<file path="src/rtl/hazard3_rr_arbiter.sv">
`default_nettype none
// ============================================================================
// Module   : hazard3_rr_arbiter
// Brief    : Registered round-robin arbiter with held grant tenures.
//            Grants one requester at a time, holds the grant until done or
//            withdrawal, and then rotates priority past the last winner.
//            Optional tenure limit: define HAZARD3_RR_ARB_TENURE_LIMIT_EN.
// Revision : 1.0 - initial release
// ============================================================================
module hazard3_rr_arbiter #(
  parameter int N_REQ      = 4,
  parameter int W_IDX      = 2,
  parameter int MAX_TENURE = 15
) (
  input  logic             clk,
  input  logic             rst,
  input  logic [N_REQ-1:0] req,
  input  logic             done,
  output logic [N_REQ-1:0] gnt,
  output logic [W_IDX-1:0] gnt_idx,
  output logic             gnt_vld,
  output logic             preempt
);

  // Reject inconsistent configurations at elaboration time.
  if (W_IDX != $clog2(N_REQ) || N_REQ < 2 || MAX_TENURE < 1 || MAX_TENURE > 65535) begin : g_param_check
    $error("hazard3_rr_arbiter: illegal parameter combination");
  end

  typedef enum logic [0:0] {
    ST_IDLE    = 1'b0,
    ST_GRANTED = 1'b1
  } state_t;

  state_t           r_state;
  logic [W_IDX-1:0] r_ptr;

  logic [N_REQ-1:0] w_cand;
  logic [N_REQ-1:0] w_masked;
  logic [W_IDX-1:0] w_winner;
  logic             w_any;
  logic             w_withdraw;
  logic             w_force;
  logic             w_release;
  logic             w_load;
  logic             w_preempt;

  // Candidate set excludes the current grantee, so a released requester
  // cannot immediately win again; pick the lowest candidate above the
  // pointer, otherwise wrap to the lowest candidate overall.
  always_comb begin
    w_cand   = (r_state == ST_GRANTED) ? (req & ~gnt) : req;
    w_masked = '0;
    w_winner = '0;
    for (int i = 0; i < N_REQ; i++) begin
      if (i > int'(r_ptr)) w_masked[i] = w_cand[i];
    end
    for (int i = N_REQ - 1; i >= 0; i--) begin
      if (w_masked != '0) begin
        if (w_masked[i]) w_winner = W_IDX'(i);
      end else if (w_cand[i]) begin
        w_winner = W_IDX'(i);
      end
    end
  end

  assign w_any      = |w_cand;
  assign w_withdraw = ~|(req & gnt);
  assign w_release  = (r_state == ST_GRANTED) && (done || w_withdraw || w_force);
  assign w_load     = ((r_state == ST_IDLE) && w_any) || (w_release && w_any);
  // Preempt flags only releases caused purely by the tenure limit.
  assign w_preempt  = w_force && !done && !w_withdraw;

`ifdef HAZARD3_RR_ARB_TENURE_LIMIT_EN
  localparam logic [15:0] c_tenure_last = 16'(MAX_TENURE - 1);

  logic [15:0] r_tenure;

  // Tenure counter: cleared on each new grant, counts granted cycles, saturates.
  always_ff @(posedge clk or posedge rst) begin
    if (rst) begin
      r_tenure <= '0;
    end else if (w_load) begin
      r_tenure <= '0;
    end else if (r_state == ST_GRANTED && r_tenure != 16'hffff) begin
      r_tenure <= r_tenure + 16'd1;
    end
  end

  // Force a release only when someone else is waiting for the port.
  assign w_force = (r_state == ST_GRANTED) && (r_tenure == c_tenure_last) && w_any;
`else
  assign w_force = 1'b0;
`endif

  // Grant state machine with registered outputs.
  always_ff @(posedge clk or posedge rst) begin
    if (rst) begin
      r_state <= ST_IDLE;
      r_ptr   <= W_IDX'(N_REQ - 1);
      gnt     <= '0;
      gnt_idx <= '0;
      gnt_vld <= 1'b0;
      preempt <= 1'b0;
    end else begin
      preempt <= 1'b0;
      case (r_state)
        ST_IDLE: begin
          if (w_any) begin
            r_state  <= ST_GRANTED;
            r_ptr    <= w_winner;
            gnt      <= '0;
            gnt[w_winner] <= 1'b1;
            gnt_idx  <= w_winner;
            gnt_vld  <= 1'b1;
          end
        end
        ST_GRANTED: begin
          if (w_release) begin
            if (w_any) begin
              r_ptr   <= w_winner;
              gnt     <= '0;
              gnt[w_winner] <= 1'b1;
              gnt_idx <= w_winner;
              preempt <= w_preempt;
            end else begin
              r_state <= ST_IDLE;
              gnt     <= '0;
              gnt_idx <= '0;
              gnt_vld <= 1'b0;
            end
          end
        end
        default: begin
          r_state <= ST_IDLE;
          gnt     <= '0;
          gnt_idx <= '0;
          gnt_vld <= 1'b0;
        end
      endcase
    end
  end

endmodule
`default_nettype wire
</file>
<file path="config.mk">
export PLATFORM = sky130hd
export DESIGN_NAME = hazard3_rr_arbiter
export DESIGN_NICKNAME = d
export VERILOG_FILES = /design/src/rtl/hazard3_rr_arbiter.sv
export SDC_FILE = /design/constraint.sdc
export NUM_CORES = 1
export LEC_CHECK = 0
export ABC_AREA = 1
export CAP_MARGIN = 25
export CELL_PAD_IN_SITES_DETAIL_PLACEMENT = 1
export CELL_PAD_IN_SITES_GLOBAL_PLACEMENT = 2
export CORE_UTILIZATION = 27
export CTS_CLUSTER_SIZE = 12
export DETAILED_ROUTE_END_ITERATION = 10
export PLACE_DENSITY = 0.83
export SLEW_MARGIN = 20
export SYNTH_ARGS = -nofsm -noshare
export SYNTH_HDL_FRONTEND = slang
export SYNTH_SLANG_ARGS = --single-unit
</file>
<file path="constraint.sdc">
create_clock -name clk -period 2.2 [get_ports clk]
set_clock_uncertainty 0.2 [all_clocks]
set_input_delay 0.33 -clock clk [delete_from_list [all_inputs] [get_ports clk]]
set_output_delay 0.33 -clock clk [all_outputs]
set_load 0.02 [all_outputs]
</file>
==> metrics.cfg, run 1 <==
[power]
cellPowerDensity_nw_per_um2 = 1376
fin_total_pwr_uw = 1105
power_leakage_uw = 0.0004396
ir_drop_uv = 565.3

[logic_synthesis]
synth_area_leader_cell = dfrtp_1
ys_ff_latch = 10
yosysWarningCount = 0
ys_seq_area_share_pct = 40.73
synth_cell_types = 20
synth_area_per_cell_um2 = 6.973
synthesis.nets = 96
ys.flop_type = dfrtp_1
synth_top_area_share_pct = 32.26
netlist_area_um2 = 620.6
synth_edf_count = 0
async_flop_share_pct = 100.0
yosys-top-cells-area = dfrtp_1, nand2_1, dfstp_2, nand3_1, inv_1
syn_inst = 89

[clocking]
cts_setup_buffers = 0
clk_latency_ns = 0.27
clk_pin_slew_worst_paths_ns = 0.07
cts_root_buffer = clkbuf_4
clock-sinks = 10
post_cts_resize_count = 0
cts_buffer_depth = 2
cts_tree = built
numCtsBuffers = 3
htree_levels = 1
ctsHoldBuffers = 0

[layout]
nets = 113
final_area_um2 = 803.3
areaGrowthSynthToFinish_pct = 29.44
num-fill-cells = 271
mostFrequentLayoutCells = nand2_1, clkdlybuf4s50_1, inv_1, dfrtp_1, nand3_1
drive_gt1_share_pct = 16.19
antenna_cells = 0
layout_commonest_cell = nand2_1

[critical_path]
cp.depth = 1
reg2reg_depth = 8
path_cells = clkdlybuf4s50_1
max_stage_delay_ns = 0.63
setup.worst_path.end_class = output port
r2r_start = r_ptr[1]$_DFFE_PP1P_
critPathSlowestCell = clkdlybuf4s50_1
critPathMaxFanout = 4
path_buf_inv = 1
crit_path_start = gnt[2]$_DFFE_PP0P_
criticalPathCategory = reg2out
path_delay_family = buffers and inverters
worstPathArrival_ns = 1.31
required_ns = 1.67
start_kind = register

[global_routing]
grt_pass1_vias = 684
grt_use_total_pct = 15.56
grt-ovfl-total = 0
grt_pass1_wl_mm = 2.884
grt_max_degree = 11
antenna_found_initial = 0

[floorplanning]
rows = 16
die_h_um = 49.94
fp.coreArea_um2 = 2062
die_area_um2 = 2494
start_util_pct = 30.10
fp.dieW_um = 49.94
ioPinCount = 15

[timing]
tns_ns = 0
max_freq_mhz = 543.7
rsz0062_at_grt = no
worst_slack_ns = 0.3608
maxSlewViolCount = 0
layout_min_cycle_time_ns = 1.839
finalCritPeriodShare_pct = 83.60
hold_violations = 0
finalSetupViolations = 0

[route]
routed-wl-met2_um = 779
top_layer = met4
dr.pass1.iters = 3
routed_wl_mm = 1.653
vias = 609
wl_per_cell_um = 12.52
via_per_inst = 4.614
ant_nets = 0
drt_iter0_markers = 8
met3RoutedLength_um = 52
drcViolationCount = 0
wl_met1_um = 760

[placed_design]
pre_cts_slack_ns = 0.2149
placed_area_um2 = 777.0
numPortBuffers = 13
hpwlAfterDp_mm = 1.359
place_congestion = 0.7444

[worst_hold_path]
hold_class = in2async

[status]
status = completed

[job]
drv_cap = 0

[routing by layer]
metal | track usage (%) | vias to the layer above
met5 | 0 | -
met4 | 10.48 | 0
met3 | 2.778 | 8
met2 | 24.32 | 17
met1 | 19.28 | 273
li1 | - | 311
[cells by family after synthesis]
| family | share of synthesized area [%] |
|---|---|
| compound gates | 3.427 |
| flops | 40.73 |
| other cells | 0.6043 |
| simple gates | 47.18 |
| buf+inv | 8.065 |
[sequential cells by signal (all words and copies together) (netlist names)]
signal   flops
r_state      1
gnt          4
gnt_vld      1
r_ptr        2
gnt_idx      2
[through the flow]
stage	std cells	hold slack, ns	util [%]
after floorplan	89	-0.03125	-
after global routing	132	0.1699	38.96
final	132	0.1284	38.96
after detailed placement	128	0.2697	37.68
after global placement	128	0.2741	37.68
after CTS	132	0.1392	38.96
[path summary, 6_finish.rpt]
path | to | slack [ns]
max reg2reg | gnt[0]$_DFFE_PP0P_ | 0.58
min in group clk | gnt_idx[1]$_DFFE_PP0P_ | 0.29
max in group asynchronous | r_ptr[1]$_DFFE_PP1P_ | 1.35
min | gnt_idx[1]$_DFFE_PP0P_ | 0.13
max | gnt[2] | 0.36
min reg2reg | gnt_idx[1]$_DFFE_PP0P_ | 0.29
[where the power goes]
part / leakage, uW / switching, uW / internal (uW) / total [uW]
Sequential: 0.000119 / 67.2 / 278 / 345
Clock: 0.0000150 / 61.6 / 69.9 / 131
Combinational: 0.000306 / 394 / 235 / 628
Total: 0.000440 / 522 / 583 / 1110
[cell type report]
cell class / count / area [um^2] / area share, %
multi-input combinational: 67 / 317.8 / 39.56
sequential: 10 / 252.7 / 31.46
inverter: 11 / 42.54 / 5.296
tap: 27 / 33.78 / 4.206
clock buffer: 4 / 26.28 / 3.271
timing repair buffer: 13 / 130.1 / 16.20
[cells in the mapped netlist (2+ instances only)]
cell	n
nand2_1	39
dfrtp_1	8
inv_1	8
nand3_1	6
nand2_2	4
nor2_1	4
nand4_1	3
dfstp_2	2
inv_2	2
nand3_2	2
o21ai_0	2
Power figures use the tool's default switching activity.
==> run 2, diff against run 1 <==
--- a/config.mk
+++ b/config.mk
@@ -9,10 +9,10 @@
 export CAP_MARGIN = 25
 export CELL_PAD_IN_SITES_DETAIL_PLACEMENT = 1
 export CELL_PAD_IN_SITES_GLOBAL_PLACEMENT = 2
-export CORE_UTILIZATION = 27
+export CORE_UTILIZATION = 25
 export CTS_CLUSTER_SIZE = 12
 export DETAILED_ROUTE_END_ITERATION = 10
-export PLACE_DENSITY = 0.83
+export PLACE_DENSITY = 0.78
 export SLEW_MARGIN = 20
 export SYNTH_ARGS = -nofsm -noshare
 export SYNTH_HDL_FRONTEND = slang
==> constraint.sdc (replaced) <==
create_clock -name clk -period 1.9 [get_ports clk]
set_clock_uncertainty 0.2 [all_clocks]
set_input_delay 0.285 -clock clk [delete_from_list [all_inputs] [get_ports clk]]
set_output_delay 0.285 -clock clk [all_outputs]
set_load 0.02 [all_outputs]
==> run 2 against run 1 <==
Clock power up 17%; die area up 7.7%; routed wire length decreased by 5.3%; global-route usage is 1.7 points lower; sequential cell count stayed put; critical path type unchanged; largest cell class unchanged.
==> metrics.cfg, run 2 (synthesis results as in run 1) <==
[floorplanning]
rows = 17  ; +1
die_area_um2 = 2686  ; +7.7%
start_util_pct = 27.27  ; -2.8 points
die_h_um = 51.83  ; +3.8%
fp.dieW_um = 51.83  ; +3.8%
fp.coreArea_um2 = 2276  ; +10%
ioPinCount = 15  ; unchanged

[placed_design]
dp.cells = 130  ; +1.6%
numPortBuffers = 13  ; unchanged
place_congestion = 0.7601  ; +2.1%
placed_area_um2 = 785.8  ; +1.1%
hpwlAfterDp_mm = 1.333  ; -1.9%

[critical_path]
path_delay_family = buffers and inverters
critPathSlowestCell = clkdlybuf4s50_1
rrSetupSlack_ns = 0.31  ; -0.27 ns
reg2reg_to = gnt[0]$_DFFE_PP0P_
critPathMaxFanout = 4  ; unchanged
reg2reg_depth = 9  ; +1
crit_path_start = gnt[2]$_DFFE_PP0P_
criticalPathCategory = reg2out
required_ns = 1.41  ; -0.26 ns
start_kind = register
path_buf_inv = 1  ; unchanged
setup.worst_path.end_class = output port
max_stage_delay_ns = 0.64  ; about the same
path_cells = clkdlybuf4s50_1
r2r_start = r_state$_DFF_PP0_
worstPathArrival_ns = 1.33  ; +0.02 ns

[route]
vias = 606  ; -0.49%
ant_nets = 0  ; unchanged
dr.pass1.iters = 3  ; unchanged
via_per_inst = 4.522  ; -2.0%
wl_per_cell_um = 11.69  ; -6.7%
drcViolationCount = 0  ; unchanged
routed_wl_mm = 1.566  ; -5.3%
drt_iter0_markers = 3  ; -5

[power]
cellPowerDensity_nw_per_um2 = 1570  ; +14%
ir_drop_uv = 746.8  ; +32%
fin_total_pwr_uw = 1275  ; +15%
power_leakage_uw = 0.0004440  ; +1.0%

[layout]
final_area_um2 = 812.0  ; +1.1%
finalNonFillerCells = 134  ; +1.5%
reg_top3 = gnt (4), gnt_idx (2), r_ptr (2)
mostFrequentLayoutCells = nand2_1, clkdlybuf4s50_1, inv_1, dfrtp_1, nand3_1
regMostFlops = gnt
areaGrowthSynthToFinish_pct = 30.85
drive_gt1_share_pct = 16.98  ; +0.79 points
num-fill-cells = 296  ; +9.2%
antenna_cells = 0  ; unchanged
nets = 114  ; +0.88%
largest_register_ff_count = 4  ; unchanged
layout_commonest_cell = nand2_1

[timing]
layout_min_cycle_time_ns = 1.812
max_freq_mhz = 552.0
finalSetupViolations = 0  ; unchanged
hold_violations = 0  ; unchanged
rsz0062_at_grt = no
maxSlewViolCount = 0  ; unchanged
finalCritPeriodShare_pct = 95.34

[clocking]
cts_setup_buffers = 0  ; unchanged
clk_pin_slew_worst_paths_ns = 0.07  ; about the same
clock-sinks = 10  ; unchanged
cts_root_buffer = clkbuf_4
cts_tree = built
cts_buffer_depth = 2  ; unchanged
clk_latency_ns = 0.26  ; about the same
numCtsBuffers = 3  ; unchanged
ctsHoldBuffers = 0  ; unchanged
post_cts_resize_count = 0  ; unchanged
htree_levels = 1  ; unchanged

[global_routing]
grt_use_total_pct = 13.84  ; -1.7 points
grt_pass1_vias = 623  ; -8.9%
grt_max_degree = 11  ; unchanged
grt_pass1_wl_mm = 2.711  ; -6.0%
antenna_found_initial = 0  ; unchanged
grt-ovfl-total = 0  ; unchanged

[job]
drv_cap = 0  ; unchanged

[status]
status = completed

[worst_hold_path]
hold_class = in2async

[run 2: cell type report]
type | count | area [um^2] | area share [%]
well taps | 28 | 35.03 | 4.314
clock buffers | 4 | 26.28 | 3.236
multi-input cells | 67 | 317.8 | 39.14
flip-flops and latches | 10 | 252.7 | 31.12
inverters | 11 | 42.54 | 5.239
repair buffers | 14 | 137.6 | 16.95
[run 2: routing by layer]
| metal | up-vias | track usage [%] | part of all wire [%] |
|---|---|---|---|
| met1 | 281 | 17.39 | 48 |
| li1 | 314 | - | - |
| met2 | 9 | 23.50 | 48 |
| met4 | 0 | 5.405 | 0.57 |
| met5 | - | 0 | 0 |
| met3 | 2 | 2.047 | 2.4 |
[run 2: worst max path at each step]
stage / end / slack (ns) / cells past startpoint
after CTS: gnt[2] / 0.08 / 1
final: gnt[2] / 0.09 / 1
after global placement: gnt[0]$_DFFE_PP0P_ / 0.01 / 9
after detailed placement: gnt[3]$_DFFE_PP0P_ / -0.0009 / 9
after floorplan: gnt_idx[0]$_DFFE_PP0P_ / 0.40 / 8
after global routing: gnt[2] / 0.04 / 1
[run 2: stage by stage]
step	hold WS (ns)	TNS [ns]	utilization, %	setup slack (ns)
after detailed placement	0.2662	-0.0009271	34.52	-0.0009271
after floorplan	-0.07625	0	-	0.3990
final	0.08820	0	35.68	0.08847
after CTS	0.1082	0	35.68	0.08207
after global placement	0.2693	0	34.52	0.01155
after global routing	0.1330	0	35.68	0.03702
[run 2: worst reg2reg max path: cells and delay by family (launching register included)]
| family | cells | cell delay, ns |
|---|---|---|
| flops | 1 | 0.46 |
| simple gates | 8 | 0.79 |
| buf+inv | 1 | 0.04 |
[run 2: power by group]
part,switching (uW),internal (uW),leakage [uW]
Combinational,442,279,0.000310
Clock,72.1,81.0,0.0000150
Sequential,78.4,322,0.000119
Total,593,682,0.000444
==> run 3, diff against run 2 <==
--- a/config.mk
+++ b/config.mk
@@ -12,7 +12,7 @@
 export CORE_UTILIZATION = 25
 export CTS_CLUSTER_SIZE = 12
 export DETAILED_ROUTE_END_ITERATION = 10
-export PLACE_DENSITY = 0.78
+export PLACE_DENSITY_LB_ADDON = 0.1
 export SLEW_MARGIN = 20
 export SYNTH_ARGS = -nofsm -noshare
 export SYNTH_HDL_FRONTEND = slang
==> run 3 against run 2 <==
Clock power about the same; combinational power about the same; critical path type unchanged; critical path depth unchanged; sequential share of layout area unchanged; global-route usage decreased by 0.39 points; register-to-register slack got worse by 0.03 ns; critical endpoint unchanged; sequential power about the same; largest cell class unchanged.
==> metrics.cfg, run 3 (synthesis results as in run 1) <==
[timing]
hold_violations = 0  ; unchanged
max_freq_mhz = 548.1  ; -0.72%
finalCritPeriodShare_pct = 96.03  ; +0.69 points
rsz0062_at_grt = no
tns_ns = 0  ; unchanged
hold_slack_ns = 0.09129  ; +0.003086 ns
finalSetupViolations = 0  ; unchanged
layout_min_cycle_time_ns = 1.825  ; +0.01305 ns
maxSlewViolCount = 0  ; unchanged
worst_slack_ns = 0.07542  ; -0.01305 ns

[route]
drcViolationCount = 0  ; unchanged
dr.pass1.iters = 4  ; +1
vias = 597  ; -1.5%
drt_iter0_markers = 5  ; +2
routed_wl_mm = 1.567  ; about the same
ant_nets = 0  ; unchanged
via_per_inst = 4.455  ; -1.5%
wl_per_cell_um = 11.69  ; about the same

[critical_path]
criticalPathCategory = reg2out
cp.depth = 1  ; unchanged
reg2reg_to = gnt[0]$_DFFE_PP0P_
critPathSlowestCell = clkdlybuf4s50_1
r2r_start = gnt[2]$_DFFE_PP0P_
start_kind = register
required_ns = 1.41  ; about the same
max_stage_delay_ns = 0.64  ; about the same
reg2reg_depth = 10  ; +1
path_delay_family = buffers and inverters
rrSetupSlack_ns = 0.28  ; -0.03 ns
critPathMaxFanout = 4  ; unchanged
path_buf_inv = 1  ; unchanged
setup.worst_path.end_class = output port
worstPathArrival_ns = 1.34  ; about the same
path_cells = clkdlybuf4s50_1

[floorplanning]
die_h_um = 51.83  ; unchanged
ioPinCount = 15  ; unchanged
fp.dieW_um = 51.83  ; unchanged
fp.coreArea_um2 = 2276  ; unchanged
start_util_pct = 27.27  ; unchanged
rows = 17  ; unchanged
die_area_um2 = 2686  ; unchanged

[global_routing]
grt_pass1_wl_mm = 2.628  ; -3.1%
grt_max_degree = 11  ; unchanged
antenna_found_initial = 0  ; unchanged
grt-ovfl-total = 0  ; unchanged
grt_use_total_pct = 13.44  ; -0.39 points
grt_pass1_vias = 585  ; -6.1%

[job]
drv_cap = 0  ; unchanged

[clocking]
clock-sinks = 10  ; unchanged
htree_levels = 1  ; unchanged
cts_tree = built
clk_latency_ns = 0.26  ; about the same
cts_root_buffer = clkbuf_4
cts_buffer_depth = 2  ; unchanged
post_cts_resize_count = 0  ; unchanged
numCtsBuffers = 3  ; unchanged
clk_pin_slew_worst_paths_ns = 0.07  ; about the same
ctsHoldBuffers = 0  ; unchanged
cts_setup_buffers = 0  ; unchanged

[layout]
register_area_um2 = 252.7  ; unchanged
final_util_pct = 35.68  ; unchanged
multiInputGateArea_um2 = 317.8  ; unchanged
layout_commonest_cell = nand2_1
nets = 114  ; unchanged
num-fill-cells = 296  ; unchanged
regMostFlops = gnt
largest_register_ff_count = 4  ; unchanged
drive_gt1_share_pct = 16.98  ; unchanged
antenna_cells = 0  ; unchanged
mostFrequentLayoutCells = nand2_1, clkdlybuf4s50_1, inv_1, dfrtp_1, nand3_1
reg_top3 = gnt (4), gnt_idx (2), r_ptr (2)
areaGrowthSynthToFinish_pct = 30.85  ; unchanged

[power]
swShare_pct = 46.28  ; -0.22 points
internal_power_uw = 681.8  ; about the same
p_sw_uw = 587.5  ; -0.89%
pwr-share-clk_pct = 11.8  ; -0.2 points
power_leakage_uw = 0.0004440  ; unchanged
fin_total_pwr_uw = 1269  ; -0.41%
cellPowerDensity_nw_per_um2 = 1563  ; -0.41%
comb_power_share_pct = 56.5  ; about the same
ir_drop_uv = 646.4  ; -13%
pwr-share-seq_pct = 31.7  ; +0.3 points

[placed_design]
pre_cts_slack_ns = -0.03631  ; -0.03538 ns
hpwlAfterDp_mm = 1.294  ; -3.0%
place_congestion = 0.7402  ; -2.6%
numPortBuffers = 13  ; unchanged

[status]
status = completed

[worst_hold_path]
hold_class = in2async

[run 3: cell counts in the layout (fill, tap and decap cells not counted)]
Identical to the previous run, type by type.
[run 3: how the worst max path moves through the flow]
stage                                  start                      to
after floorplan           gnt[2]$_DFFE_PP0P_  gnt_idx[0]$_DFFE_PP0P_
after global placement                req[1]  gnt_idx[0]$_DFFE_PP0P_
final                     gnt[2]$_DFFE_PP0P_                  gnt[2]
after detailed placement              req[1]      gnt[1]$_DFFE_PP0P_
after global routing      gnt[2]$_DFFE_PP0P_                  gnt[2]
after CTS                 gnt[2]$_DFFE_PP0P_                  gnt[2]
[run 3: layer usage]
metal / vias to the layer above / routed length, um / track usage (%)
met5: - / 0 / 0
met4: 0 / 8 / 5.405
met3: 2 / 43 / 1.170
met2: 9 / 746 / 22.22
met1: 272 / 769 / 17.84
li1: 314 / - / -
[run 3: cell type report]
type / instances / share of cell area [%]
multi-input cells: 67 / 39.14
flip-flops and latches: 10 / 31.12
repair buffers: 14 / 16.95
inverters: 11 / 5.239
well taps: 28 / 4.314
clock buffers: 4 / 3.236
[run 3: power groups by stage]
stage | registers, uW | logic (uW) | clock network (uW)
finish | 402 | 718 | 150
global route | 415 | 807 | 164
detailed placement | 406 | 727 | 0
global placement | 406 | 720 | 0
CTS | 403 | 732 | 155
floorplan | 462 | 402 | 0
[run 3: worst reg2reg max path, stage by stage, from the launching register on]
cell,delay (ns)
dfrtp_1,0.44
nand2_1,0.12
nand3_1,0.13
nand2_1,0.11
inv_2,0.04
nand2_1,0.08
nand2_1,0.07
nor2_2,0.15
nor2_1,0.06
nand3_1,0.06
nand2_1,0.05
[run 3: metrics by stage]
step,instances,area [um^2]
2_1_floorplan,89,620.6
3_3_place_gp,130,785.8
3_5_place_dp,130,785.8
4_1_cts,134,812.0
5_1_grt,134,812.0
6_report,134,812.0
